$ cat src/rtl/ula_pkg.sv
// Shared opcode and FSM state types for the sequential ULA.
// Used by ula_nbit_seq and ula_mul_seq.
package ula_pkg;

    localparam int OP_W = 3;

    typedef enum logic [OP_W-1:0] {
        OP_ADD = 3'b000,
        OP_SUB = 3'b001,
        OP_AND = 3'b010,
        OP_OR  = 3'b011,
        OP_XOR = 3'b100,
        OP_SLT = 3'b101,
        OP_MUL = 3'b110,
        OP_RSV = 3'b111
    } op_t;

    typedef enum logic [1:0] {
        S_IDLE = 2'd0,
        S_BUSY = 2'd1,
        S_DONE = 2'd2
    } state_t;

endpackage

$ cat src/rtl/ula_mul_seq.sv
// Shift-add unsigned multiplier: WIDTH steps after start.
// done is high during the last step; prod is the final product then.
module ula_mul_seq
    import ula_pkg::*;
#(
    parameter int WIDTH = 8
) (
    input  logic               clk,
    input  logic               rst,
    input  logic               start,
    input  logic [WIDTH-1:0]   a,
    input  logic [WIDTH-1:0]   b,
    output logic               done,
    output logic [2*WIDTH-1:0] prod
);

    localparam int CW = $clog2(WIDTH);
    localparam logic [CW-1:0] LAST = CW'(WIDTH - 1);

    logic [WIDTH-1:0]   mcand;
    logic [2*WIDTH-1:0] acc;
    logic [2*WIDTH-1:0] acc_nxt;
    logic [WIDTH:0]     step_sum;
    logic [CW-1:0]      cnt;
    logic               busy;

    // acc holds {partial high, remaining multiplier bits}
    always_comb begin
        step_sum = {1'b0, acc[2*WIDTH-1:WIDTH]};
        if (acc[0]) begin
            step_sum = step_sum + {1'b0, mcand};
        end
        acc_nxt = {step_sum, acc[WIDTH-1:1]};
    end

    assign done = busy && (cnt == LAST);
    assign prod = acc_nxt;

    always_ff @(posedge clk) begin
        if (rst) begin
            mcand <= '0;
            acc   <= '0;
            cnt   <= '0;
            busy  <= 1'b0;
        end else if (start) begin
            mcand <= a;
            acc   <= {{WIDTH{1'b0}}, b};
            cnt   <= '0;
            busy  <= 1'b1;
        end else if (busy) begin
            acc <= acc_nxt;
            cnt <= cnt + 1'b1;
            if (done) begin
                busy <= 1'b0;
            end
        end
    end

endmodule

$ cat src/rtl/ula_nbit_seq.sv
// Registered WIDTH-bit ULA with valid/ready handshakes and flags.
// Define ULA_MUL_EN to build the multi-cycle unsigned multiplier.
module ula_nbit_seq
    import ula_pkg::*;
#(
    parameter int WIDTH = 8
) (
    input  logic             clk,
    input  logic             rst,
    input  logic             in_valid,
    output logic             in_ready,
    input  logic [WIDTH-1:0] a,
    input  logic [WIDTH-1:0] b,
    input  logic [2:0]       op,
    output logic             out_valid,
    input  logic             out_ready,
    output logic [WIDTH-1:0] res,
    output logic [WIDTH-1:0] res_hi,
    output logic             flag_z,
    output logic             flag_n,
    output logic             flag_c,
    output logic             flag_v,
    output logic             err
);

    state_t state, state_nxt;
    op_t    opc;
    logic   accept;
    logic   is_mul;
    logic   mul_done;

    logic [WIDTH-1:0] b_eff;
    logic [WIDTH:0]   sum;
    logic [WIDTH-1:0] alu_res;
    logic             alu_c;
    logic             alu_v;
    logic             alu_err;

    assign opc       = op_t'(op);
    assign in_ready  = (state == S_IDLE);
    assign out_valid = (state == S_DONE);
    assign accept    = in_ready && in_valid;

`ifdef ULA_MUL_EN
    logic [2*WIDTH-1:0] mul_prod;

    assign is_mul = (opc == OP_MUL);

    ula_mul_seq #(.WIDTH(WIDTH)) u_mul (
        .clk   (clk),
        .rst   (rst),
        .start (accept && is_mul),
        .a     (a),
        .b     (b),
        .done  (mul_done),
        .prod  (mul_prod)
    );
`else
    assign is_mul   = 1'b0;
    assign mul_done = 1'b0;
`endif

    // SUB is a + ~b + 1 so carry doubles as no-borrow
    always_comb begin
        b_eff   = (opc == OP_SUB) ? ~b : b;
        sum     = {1'b0, a} + {1'b0, b_eff}
                + {{WIDTH{1'b0}}, (opc == OP_SUB)};
        alu_res = '0;
        alu_c   = 1'b0;
        alu_v   = 1'b0;
        alu_err = 1'b0;
        unique case (1'b1)
            (opc == OP_ADD), (opc == OP_SUB): begin
                alu_res = sum[WIDTH-1:0];
                alu_c   = sum[WIDTH];
                alu_v   = (a[WIDTH-1] == b_eff[WIDTH-1])
                        && (sum[WIDTH-1] != a[WIDTH-1]);
            end
            (opc == OP_AND): alu_res = a & b;
            (opc == OP_OR):  alu_res = a | b;
            (opc == OP_XOR): alu_res = a ^ b;
            (opc == OP_SLT): begin
                alu_res = {{(WIDTH-1){1'b0}},
                           ($signed(a) < $signed(b))};
            end
            default: alu_err = 1'b1;
        endcase
    end

    always_ff @(posedge clk) begin
        if (rst) begin
            state <= S_IDLE;
        end else begin
            state <= state_nxt;
        end
    end

    always_comb begin
        state_nxt = state;
        case (state)
            S_IDLE: begin
                if (in_valid) begin
                    state_nxt = is_mul ? S_BUSY : S_DONE;
                end
            end
            S_BUSY: begin
                if (mul_done) begin
                    state_nxt = S_DONE;
                end
            end
            S_DONE: begin
                if (out_ready) begin
                    state_nxt = S_IDLE;
                end
            end
            default: state_nxt = S_IDLE;
        endcase
    end

    always_ff @(posedge clk) begin
        if (rst) begin
            res    <= '0;
            res_hi <= '0;
            flag_z <= 1'b0;
            flag_n <= 1'b0;
            flag_c <= 1'b0;
            flag_v <= 1'b0;
            err    <= 1'b0;
        end else if (accept && !is_mul) begin
            res    <= alu_res;
            res_hi <= '0;
            flag_z <= (alu_res == '0);
            flag_n <= alu_res[WIDTH-1];
            flag_c <= alu_c;
            flag_v <= alu_v;
            err    <= alu_err;
        end
`ifdef ULA_MUL_EN
        else if (mul_done) begin
            res    <= mul_prod[WIDTH-1:0];
            res_hi <= mul_prod[2*WIDTH-1:WIDTH];
            flag_z <= (mul_prod[WIDTH-1:0] == '0);
            flag_n <= mul_prod[WIDTH-1];
            flag_c <= 1'b0;
            flag_v <= 1'b0;
            err    <= 1'b0;
        end
`endif
    end

endmodule

$ cat config.mk
export PLATFORM = sky130hd
export DESIGN_NAME = ula_nbit_seq
export DESIGN_NICKNAME = d
export VERILOG_FILES = /design/src/rtl/ula_pkg.sv /design/src/rtl/ula_mul_seq.sv /design/src/rtl/ula_nbit_seq.sv
export SDC_FILE = /design/constraint.sdc
export NUM_CORES = 1
export LEC_CHECK = 0
export CORE_UTILIZATION = 49
export DETAILED_ROUTE_END_ITERATION = 8
export PLACE_DENSITY_LB_ADDON = 0.3
export REMOVE_ABC_BUFFERS = 1
export SLEW_MARGIN = 20
export SYNTH_ARGS = -nofsm -noshare
export SYNTH_HDL_FRONTEND = slang
export SYNTH_SLANG_ARGS = --single-unit
$ cat constraint.sdc
create_clock -name clk -period 4.75 [get_ports clk]
set_input_delay 0.95 -clock clk [delete_from_list [all_inputs] [get_ports clk]]
set_output_delay 0.95 -clock clk [all_outputs]
set_load 0.1 [all_outputs]
==> out/summary.json <==
{
  "top_post_synthesis_cells_by_count": "sky130_fd_sc_hd__ha_1, sky130_fd_sc_hd__inv_1, sky130_fd_sc_hd__nor2_1",
  "synth_top_cells_by_area": "sky130_fd_sc_hd__ha_1, sky130_fd_sc_hd__dfxtp_1, sky130_fd_sc_hd__xnor2_1, sky130_fd_sc_hd__inv_1, sky130_fd_sc_hd__buf_4",
  "layout.nets": 299,
  "routed-via-count": 1538,
  "crit_arrival_ns": 3.97,
  "drv.max_cap_violation_count": 0,
  "max_stage_delay_ns": 0.56,
  "post-route-drc-count": 0,
  "timing.critical_path.slowest_stage_cell": "sky130_fd_sc_hd__clkdlybuf4s50_1",
  "critical_path.cell_chain": "clkdlybuf4s50_1 -> nor2_1 -> and2_1 -> xnor2_1 -> ha_1 -> a31o_2 -> a221oi_2 -> o31ai_4 -> xor2_1 -> a21oi_1 -> a211oi_2",
  "synth_largest_type_area_fraction": 0.229,
  "power_switching_w": 0.000228,
  "synthArstFlopShare": 0,
  "maxSlewViolCount": 0,
  "count_of_flip_flops_with_a_built_in_enable_after_synthesis": 0,
  "timing.setup.tns_ns": 0,
  "layout_setup_ws_ns": 0.913,
  "grt_max_degree": 17,
  "global_route.usage.total": 0.219,
  "yosysUniqueCellTypes": 51,
  "post-route-period-util": 0.808,
  "overflow_left_after_global_routing": 0,
  "most_common_cell_in_the_netlist": "sky130_fd_sc_hd__ha_1",
  "final_layout_size_suffix_gt1_frac": 0.0576,
  "die_area_um2": 3700,
  "worst_ir_drop_vdd_v": 0.0000828,
  "cp_num_buf_inv": 1,
  "cp-end-kind": "register",
  "postCtsSetupRepairBufs": 0,
  "internal_power_w": 0.000244,
  "setup_repair_after_global_routing_missed_its_margin": "no",
  "run_status": "finished, final reports clean",
  "clock_tree_from_tritoncts": "built",
  "relSlewSlack": 0.350,
  "clk_latency_ns": 0.27,
  "wl_per_cell_um": 12.9,
  "syn-instance-count": 211,
  "placeableCoreArea_um2": 3180,
  "gp_congestion": 0.856,
  "floorplan.initialDensity": 0.533,
  "master_cell_of_the_clock_root_buffer": "sky130_fd_sc_hd__clkbuf_4",
  "pwr-share-seq": 0.256,
  "worst-slew-pin-transition_ns": 0.972,
  "floorplan.rows": 20,
  "power.leakage_nw": 0.900,
  "yosysWarningCount": 0,
  "share_of_power_burned_in_combinational_logic": 0.604,
  "numCtsBuffers": 3,
  "detail_route.iter0.violations": 93,
  "cts-hold-fix-buffers": 0,
  "pin_count": 46,
  "startpoint_type": "primary input",
  "first_pass_iters": 4,
  "timing_hold_violations_final": 0,
  "critPathTopFamily": "compound AO/OA/AOI/OAI gates",
  "pwr-share-clk": 0.139,
  "ctsLongestPathBuffers": 2,
  "power.share.switching": 0.483,
  "achievable-frequency_mhz": 261,
  "grt_pass1_wl_um": 6070,
  "totalWireLength_um": 3710,
  "cts_sinks": 13,
  "finClkSkew_ns": 0.00413,
  "setup_violations": 0,
  "postCtsResizedCells": 0,
  "die_w_um": 60.8,
  "antenna_left": 0,
  "post-place-ws_ns": 0.610,
  "ys_seq_area_frac": 0.154,
  "areaGrowthSynthToFinish_pct": 23.0,
  "dp_hpwl_um": 2950,
  "port_buffers": 37,
  "number_of_antenna_repair_diodes": 0,
  "layout_min_cycle_time_ns": 3.84,
  "antenna_found_initial": 0,
  "viasPerCell": 5.36,
  "synth_flop_cell": "sky130_fd_sc_hd__dfxtp_1",
  "timing.critical_path.fanout_max": 11,
  "hold_path_class": "register to register",
  "reg2reg_slack_ns": 3.23,
  "yosysTopAreaCell": "sky130_fd_sc_hd__ha_1",
  "required_ns": 4.88,
  "cts.reportedPaths.clkPinSlew_ns": 0.08,
  "stdcell_area_um2": 2080,
  "place_area_um2": 2050,
  "power_per_cell_area_nw_per_um2": 227,
  "crit_type": "primary input to register",
  "grt_pass1_vias": 1331,
  "h-tree-depth": 1,
  "postSynthRegisterBits": 13,
  "floorplan.die.height_um": 60.8,
  "syn_avg_cell_area_um2": 8.03,
  "synth.cell_area_um2": 1690
}
[cell usage in the layout (no fill, tap or decap), types with 2 or more instances in the layout]
cell	n
sky130_fd_sc_hd__o22ai_1	3
sky130_fd_sc_hd__ha_1	31
sky130_fd_sc_hd__o2111ai_1	2
sky130_fd_sc_hd__inv_1	20
sky130_fd_sc_hd__nor3b_1	2
sky130_fd_sc_hd__conb_1	8
sky130_fd_sc_hd__nand3_1	2
sky130_fd_sc_hd__nor3_1	4
sky130_fd_sc_hd__o21ai_0	4
sky130_fd_sc_hd__a22oi_1	6
sky130_fd_sc_hd__nor2_1	18
sky130_fd_sc_hd__a21oi_1	11
sky130_fd_sc_hd__nand2b_1	3
sky130_fd_sc_hd__o221ai_1	2
sky130_fd_sc_hd__nand2_1	13
sky130_fd_sc_hd__nor2b_1	4
sky130_fd_sc_hd__dfxtp_1	13
sky130_fd_sc_hd__a21o_1	3
sky130_fd_sc_hd__buf_4	2
sky130_fd_sc_hd__o21bai_1	2
sky130_fd_sc_hd__a211oi_1	6
sky130_fd_sc_hd__a211oi_2	2
sky130_fd_sc_hd__nand3b_1	4
sky130_fd_sc_hd__clkdlybuf4s50_1	37
sky130_fd_sc_hd__clkbuf_4	3
sky130_fd_sc_hd__xnor2_1	11
sky130_fd_sc_hd__o21a_1	2
[layer usage]
| layer | up-vias | global-route usage | share of wire |
|---|---|---|---|
| met3 | 4 | 0.00640 | 0.042 |
| met5 | - | 0 | 0 |
| met1 | 703 | 0.300 | 0.50 |
| met4 | 0 | 0.0682 | 0.0089 |
| met2 | 40 | 0.374 | 0.45 |
| li1 | 791 | - | - |
[cell families after synthesis]
group | count (synthesis) | share of synthesized area
buffers and inverters | 38 | 0.107
muxes | 1 | 0.00591
DFF | 13 | 0.154
AOI/OAI and AO/OA | 55 | 0.244
xor gates and xnor gates | 12 | 0.0620
adders and majority gates | 32 | 0.241
and+or+nand+nor | 59 | 0.184
other | 1 | 0.00221
[through the flow]
stage | power, W | std cells | utilization | hold WS, ns
6_report | 0.000472 | 287 | 0.656 | 0.455
5_1_grt | 0.000501 | 287 | 0.656 | 0.485
4_1_cts | 0.000473 | 287 | 0.655 | 0.463
3_3_place_gp | 0.000404 | 283 | 0.646 | 0.438
3_5_place_dp | 0.000406 | 283 | 0.646 | 0.449
2_1_floorplan | 0.000335 | 200 | - | 0.877
[worst reg2reg max path, stage by stage, from the launching register on]
cell	delay, ns
sky130_fd_sc_hd__dfxtp_1	0.35
sky130_fd_sc_hd__inv_1	0.08
sky130_fd_sc_hd__nand2_1	0.17
sky130_fd_sc_hd__a211oi_1	0.29
sky130_fd_sc_hd__nand3b_1	0.15
sky130_fd_sc_hd__nor4_2	0.26
sky130_fd_sc_hd__a31o_1	0.16
[path summary, 6_finish.rpt]
path,start,end,depth (start not counted)
worst max register to register,state[1],flag_z,6
worst max-delay path,op[1],res[7],11
worst min register to register,flag_v,flag_v,2
worst min-delay path,flag_v,flag_v,2
[cell type report]
type / count / area, µm²
tap: 44 / 55.1
multi-input combinational: 167 / 1280
sequential: 13 / 260
fill: 294 / 1090
clock buffer: 4 / 26.3
inverter: 20 / 75.1
timing repair buffer: 39 / 385
[state kept, by name (all words and copies together) (netlist names)]
name    cells
err         1
flag_c      1
flag_v      1
flag_z      1
res         8
state       1
[power groups by stage]
stage | Combinational, W | Clock (W) | Sequential [W]
after floorplan | 0.000151 | 0 | 0.000184
after global placement | 0.000281 | 0 | 0.000123
after detailed placement | 0.000283 | 0 | 0.000123
after CTS | 0.000284 | 0.0000675 | 0.000121
after global routing | 0.000307 | 0.0000727 | 0.000122
final | 0.000285 | 0.0000658 | 0.000121
Note: power is estimated with default switching activity, not from simulation.
==> patch 1, RTL diff (same flow settings) <==
The parameter `WIDTH` goes from 8 to 12.
--- a/src/rtl/ula_nbit_seq.sv
+++ b/src/rtl/ula_nbit_seq.sv
@@ -5,3 +5,3 @@
 #(
-    parameter int WIDTH = 8
+    parameter int WIDTH = 12
 ) (
Interface: changed (resized a, b, res and res_hi); port bits go from 46 to 62. The function was not compared with the original's and may differ.
==> patch 1 against the unedited design <==
  * Design area up 45%
  * Sequential cell count up 4
  * Clock skew about the same
  * Sequential power up 31%
  * Worst setup slack worse by 0.31 ns
  * Final cell count up 47%
  * Synthesized area up 44%
  * Core utilization down 2.2 points
  * Count of clock-buffer cells in the layout down 1
  * Total power up 41%
  * Routed wire length up 52%
  * Critical path depth up 3
  * Fmax down 7.6%
==> patch 1: results (changes against the unedited design) <==
- Grt met2 use: 0.400 (was 0.374)
- Worst Path Arrival: 4.34 ns (was 3.97 ns)
- Routed WL per cell: 13.4 microns (was 12.9 microns)
- Met3 usage in global routing: 0.0208 (was 0.00640)
- WHS: 0.449 ns (was 0.455 ns)
- Clock-pin slew on the worst setup and hold paths: 0.06 ns (was 0.08 ns)
- Clk pwr share: 0.158 (was 0.139)
- Largest net degree at the start of global routing: 23 (was 17)
- CP top delay family: simple AND/OR/NAND/NOR gates (was compound AO/OA/AOI/OAI gates)
- Area grow syn2layout: 23.5% (was 23.0%)
- Pwr Total: 0.667 mW (was 0.472 mW)
- Fill cells: 450 (was 294)
- Slowest CP cell: clkdlybuf4s50_1 (unchanged)
- Uppermost layer routed: met4 (unchanged)
- Layout cell share with drive strength beyond 1: 0.0565 (was 0.0576)
- Worst slew pin tran: 0.976 ns (was 0.972 ns)
- Place WS: 0.342 ns (was 0.610 ns)
- Status: completed (unchanged)
- Worst Reg2Reg Path Length in Cells: 7 (was 6)
- Final std cells w/o fill: 421 (was 287)
- Worst Hold End: flag_c (was flag_v)
- Total track usage: 0.238 (was 0.219)
- Synth area leaders: ha_1, dfxtp_1, xnor2_1, inv_1, buf_4 (unchanged)
- Placed instance area: 2970 sq um (was 2050 sq um)
- Met2 WL post-DR: 2630 microns (was 1680 microns)
- Post-synthesis sequential area ratio: 0.140 (was 0.154)
- Vias in the first global route: 2244 (was 1331)
- Netlist cell types: 57 (was 51)
- Avg Inst Size Synth: 7.94 sq um (was 8.03 sq um)
- # port buffers: 49 (was 37)
- Metal3 WL: 272 microns (was 154 microns)
- Hpwl dp: 4640 microns (was 2950 microns)
- Initial antenna violation count: 0 (unchanged)
- Reg2Reg Setup Slack: 3.15 ns (was 3.23 ns)
- HP Start: flag_c (was flag_v)
- Max Clock Skew: 0.00370 ns (was 0.00413 ns)
- Met1 wire length: 2650 microns (was 1840 microns)
- Sw Ratio: 0.480 (was 0.483)
- Vias: 2301 (was 1538)
- Final #Nets: 436 (was 299)
- Max reg flops: 12 (was 8)
- Worst vdd ir: 117 uV (was 82.8 uV)
- CP max FO: 9 (was 11)
- GR Layer Usage met1: 0.315 (was 0.300)
- Worst skew pair latency: 0.25 ns (was 0.27 ns)
- Max stage delay on crit path: 0.62 ns (was 0.56 ns)
- Comb pwr: 0.403 mW (was 0.285 mW)
- CTS Root Cell: clkbuf_8 (was clkbuf_4)
- Tightest Hold Check Type: reg -> reg (unchanged)
- Commonest cells in the netlist: ha_1, inv_1, nor2_1 (unchanged)
- DRT iter0 DRCs: 148 (was 93)
- Leakage power: 1.32 nW (was 0.900 nW)
- First-pass GRT wire length: 10000 microns (was 6070 microns)
- GP Congestion: 0.911 (was 0.856)
patch 1: cell types whose count changed after synthesis, moves of 6 or more:
cell,before,now
ha_1,31,49
inv_1,20,30
nor3_1,4,11
a21oi_1,11,17
a22oi_1,6,12
nor2_1,18,24
o22ai_1,3,9
or3_1,0,6
patch 1: cell type report:
type | instances | area share
Clock buffer | 3 | 0.0137
Clock inverter | 1 | 0.00166
Inverter | 30 | 0.0374
Multi-Input combinational cell | 245 | 0.621
Sequential cell | 17 | 0.113
Tap cell | 67 | 0.0278
Timing Repair Buffer | 58 | 0.185
patch 1: logic make-up after synthesis:
logic type | count (synthesis) | share of synthesized area
compound gates | 81 | 0.237
fa+ha+maj | 50 | 0.260
flops | 17 | 0.140
mux | 1 | 0.00410
simple gates | 86 | 0.194
buf+inv | 56 | 0.110
other cells | 1 | 0.00154
xor+xnor | 15 | 0.0539
patch 1: worst min-delay path, stage by stage, from the launching register on:
cell and delay [ns]:
dfxtp_1 0.31, nand2_1 0.05, a21oi_1 0.05
==> patch 2, RTL diff (same flow settings) <==
Without the edit above. Reset style: asynchronous (`rst`), changed in 2 clocked blocks.
--- a/src/rtl/ula_nbit_seq.sv
+++ b/src/rtl/ula_nbit_seq.sv
@@ -89,3 +89,3 @@
 
-    always_ff @(posedge clk) begin
+    always_ff @(posedge clk or posedge rst) begin
         if (rst) begin
@@ -119,3 +119,3 @@
 
-    always_ff @(posedge clk) begin
+    always_ff @(posedge clk or posedge rst) begin
         if (rst) begin
Behaviour: differs if rst is asserted again (counterexample within 4 cycles, from zero or initial values and one cycle with rst high); with rst held inactive, the same outputs for 10 cycles.
==> patch 2 against the unedited design <==
  * Highest routed layer unchanged
  * Final cell count rose by 1.7%
  * Worst setup slack worse by 0.075 ns
  * Combinational power is 57% higher
  * Critical endpoint is now flag_z
  * Largest power group unchanged
  * Routed wire length decreased by 3.9%
  * Register-to-register slack got worse by 0.31 ns
  * Design area rose by 2.6%
  * Total power up 39%
  * Sequential share of layout area rose by 2.7 points
  * Clock power is essentially flat
  * Sequential power is 19% higher
  * Synthesized area is 3.7% higher
  * Sequential cell count is the same
  * Core utilization decreased by 2.5 points
  * Global-route usage down 1.2 points
==> patch 2: results (changes against the unedited design) <==
- CTS Buf Count: 3 (unchanged)
- Worst slew pin tran: 0.967 ns (was 0.972 ns)
- Fill cells: 317 (was 294)
- # diodes: 0 (unchanged)
- Tightest Hold Check Type: reg -> reg (unchanged)
- Drt via density: 5.24 (was 5.36)
- RR Startpoint: state[1] (unchanged)
- First-pass GRT wire length: 5990 microns (was 6070 microns)
- Pwr Total: 0.657 mW (was 0.472 mW)
- Avg Inst Size Synth: 8.25 sq um (was 8.03 sq um)
- # port buffers: 37 (unchanged)
- Multiplexer share of the synthesized area: 0.0299 (was 0.00591)
- GP Congestion: 0.855 (was 0.856)
- Netlist cell types: 53 (was 51)
- Post-Synth XOR/XNOR Area: 0.0499 (was 0.0620)
- Vias in the first global route: 1363 (was 1331)
- CP max FO: 12 (was 11)
- Adder-Cell Fraction of Synth Area: 0.232 (was 0.241)
- Largest net degree at the start of global routing: 23 (was 17)
- Layout cell share with drive strength beyond 1: 0.0610 (was 0.0576)
- Post-cts resize count: 0 (unchanged)
- Area grow syn2layout: 21.7% (was 23.0%)
- H-tree depth: 1 (unchanged)
- Post-CTS Setup Inserts: 0 (unchanged)
- Worst Path Arrival: 4.12 ns (was 3.97 ns)
- Final std cells w/o fill: 292 (was 287)
- CTS Root Cell: clkbuf_4 (unchanged)
- HP Start: res[4] (was flag_v)
- Synth Area in Compound Gates: 0.230 (was 0.244)
- Final #Nets: 302 (was 299)
- Max reg flops: 8 (unchanged)
- DRT iter0 DRCs: 55 (was 93)
- Async SR Flop Fraction: 1.00 (was 0)
- Initial antenna violation count: 0 (unchanged)
- Leakage power: 1.01 nW (was 0.900 nW)
- Worst vdd ir: 108 uV (was 82.8 uV)
- Worst Setup SP: op[2] (was op[1])
- Worst skew pair latency: 0.27 ns (about the same)
- Commonest cells in the netlist: ha_1, inv_1, o21ai_0 (was ha_1, inv_1, nor2_1)
- Clock-pin slew on the worst setup and hold paths: 0.07 ns
- Largest reg by FF count: res (unchanged)
- Hpwl dp: 3040 microns (was 2950 microns)
- Post-synth top flop: dfrtp_1 (was dfxtp_1)
- Pre-antenna DRT Iters: 4 (unchanged)
- Routed WL per cell: 12.2 microns (was 12.9 microns)
- Place WS: 0.587 ns (was 0.610 ns)
- Synth area leaders: ha_1, dfrtp_1, o21ai_0, inv_1, xnor2_1 (was ha_1, dfxtp_1, xnor2_1, inv_1, buf_4)
- Max Clock Skew: 0.00168 ns (was 0.00413 ns)
- Clock Tree Buf Depth: 2 (unchanged)
- Synth warn: 0 (unchanged)
- Post-synthesis sequential area ratio: 0.185 (was 0.154)
- Total track usage: 0.207 (was 0.219)
- Status: completed (unchanged)
## patch 2: cells by family (layout without fill, tap and decap cells)
group,after synthesis,after routing
AOI/OAI and AO/OA,62,62
xor gates and xnor gates,10,10
adders and majority gates,32,32
buffers and inverters,40,66
DFF,13,13
muxes,5,5
other,1,8
and+or+nand+nor,50,50
## patch 2: final cells by class
type                    instances  area share
repair buffers                 40       0.184
clock buffers                   4      0.0123
flip-flops and latches         13       0.152
multi-input cells             167       0.586
well taps                      46      0.0269
inverters                      22      0.0386
## patch 2: final timing paths
kind,endpoint,slack (ns),cells after the start
worst min register to register,res[4],0.49,2
worst max register to register,flag_z,2.92,6
worst min-delay path,res[4],0.49,2
min in group asynchronous,flag_v,0.99,2
worst max-delay path,flag_z,0.84,12
max in group asynchronous,state[1],3.43,2
## patch 2: worst max-delay path, stage by stage
cell	delay, ns
clkdlybuf4s50_1	0.58
or2_2	0.45
nor2_2	0.17
buf_4	0.19
xnor2_1	0.12
ha_1	0.30
a211oi_1	0.37
o21ba_2	0.20
o221a_2	0.20
nand4_1	0.08
nor4_1	0.31
a41o_1	0.20
## patch 2: routing by layer
metal	part of all wire	global-route usage	up-vias	wire, microns
li1	-	-	805	-
met1	0.50	0.288	673	1800
met2	0.45	0.343	45	1590
met3	0.036	0.00621	7	127
met4	0.012	0.0730	0	44
met5	0	0	-	0
## patch 2: power by group
part / internal (mW) / switching (mW) / total, mW / leakage [nW]
sequential: 0.133 / 0.0113 / 0.144 / 0.166
combinational: 0.124 / 0.324 / 0.448 / 0.825
clock: 0.0325 / 0.0331 / 0.0656 / 0.0150
total: 0.290 / 0.368 / 0.657 / 1.01
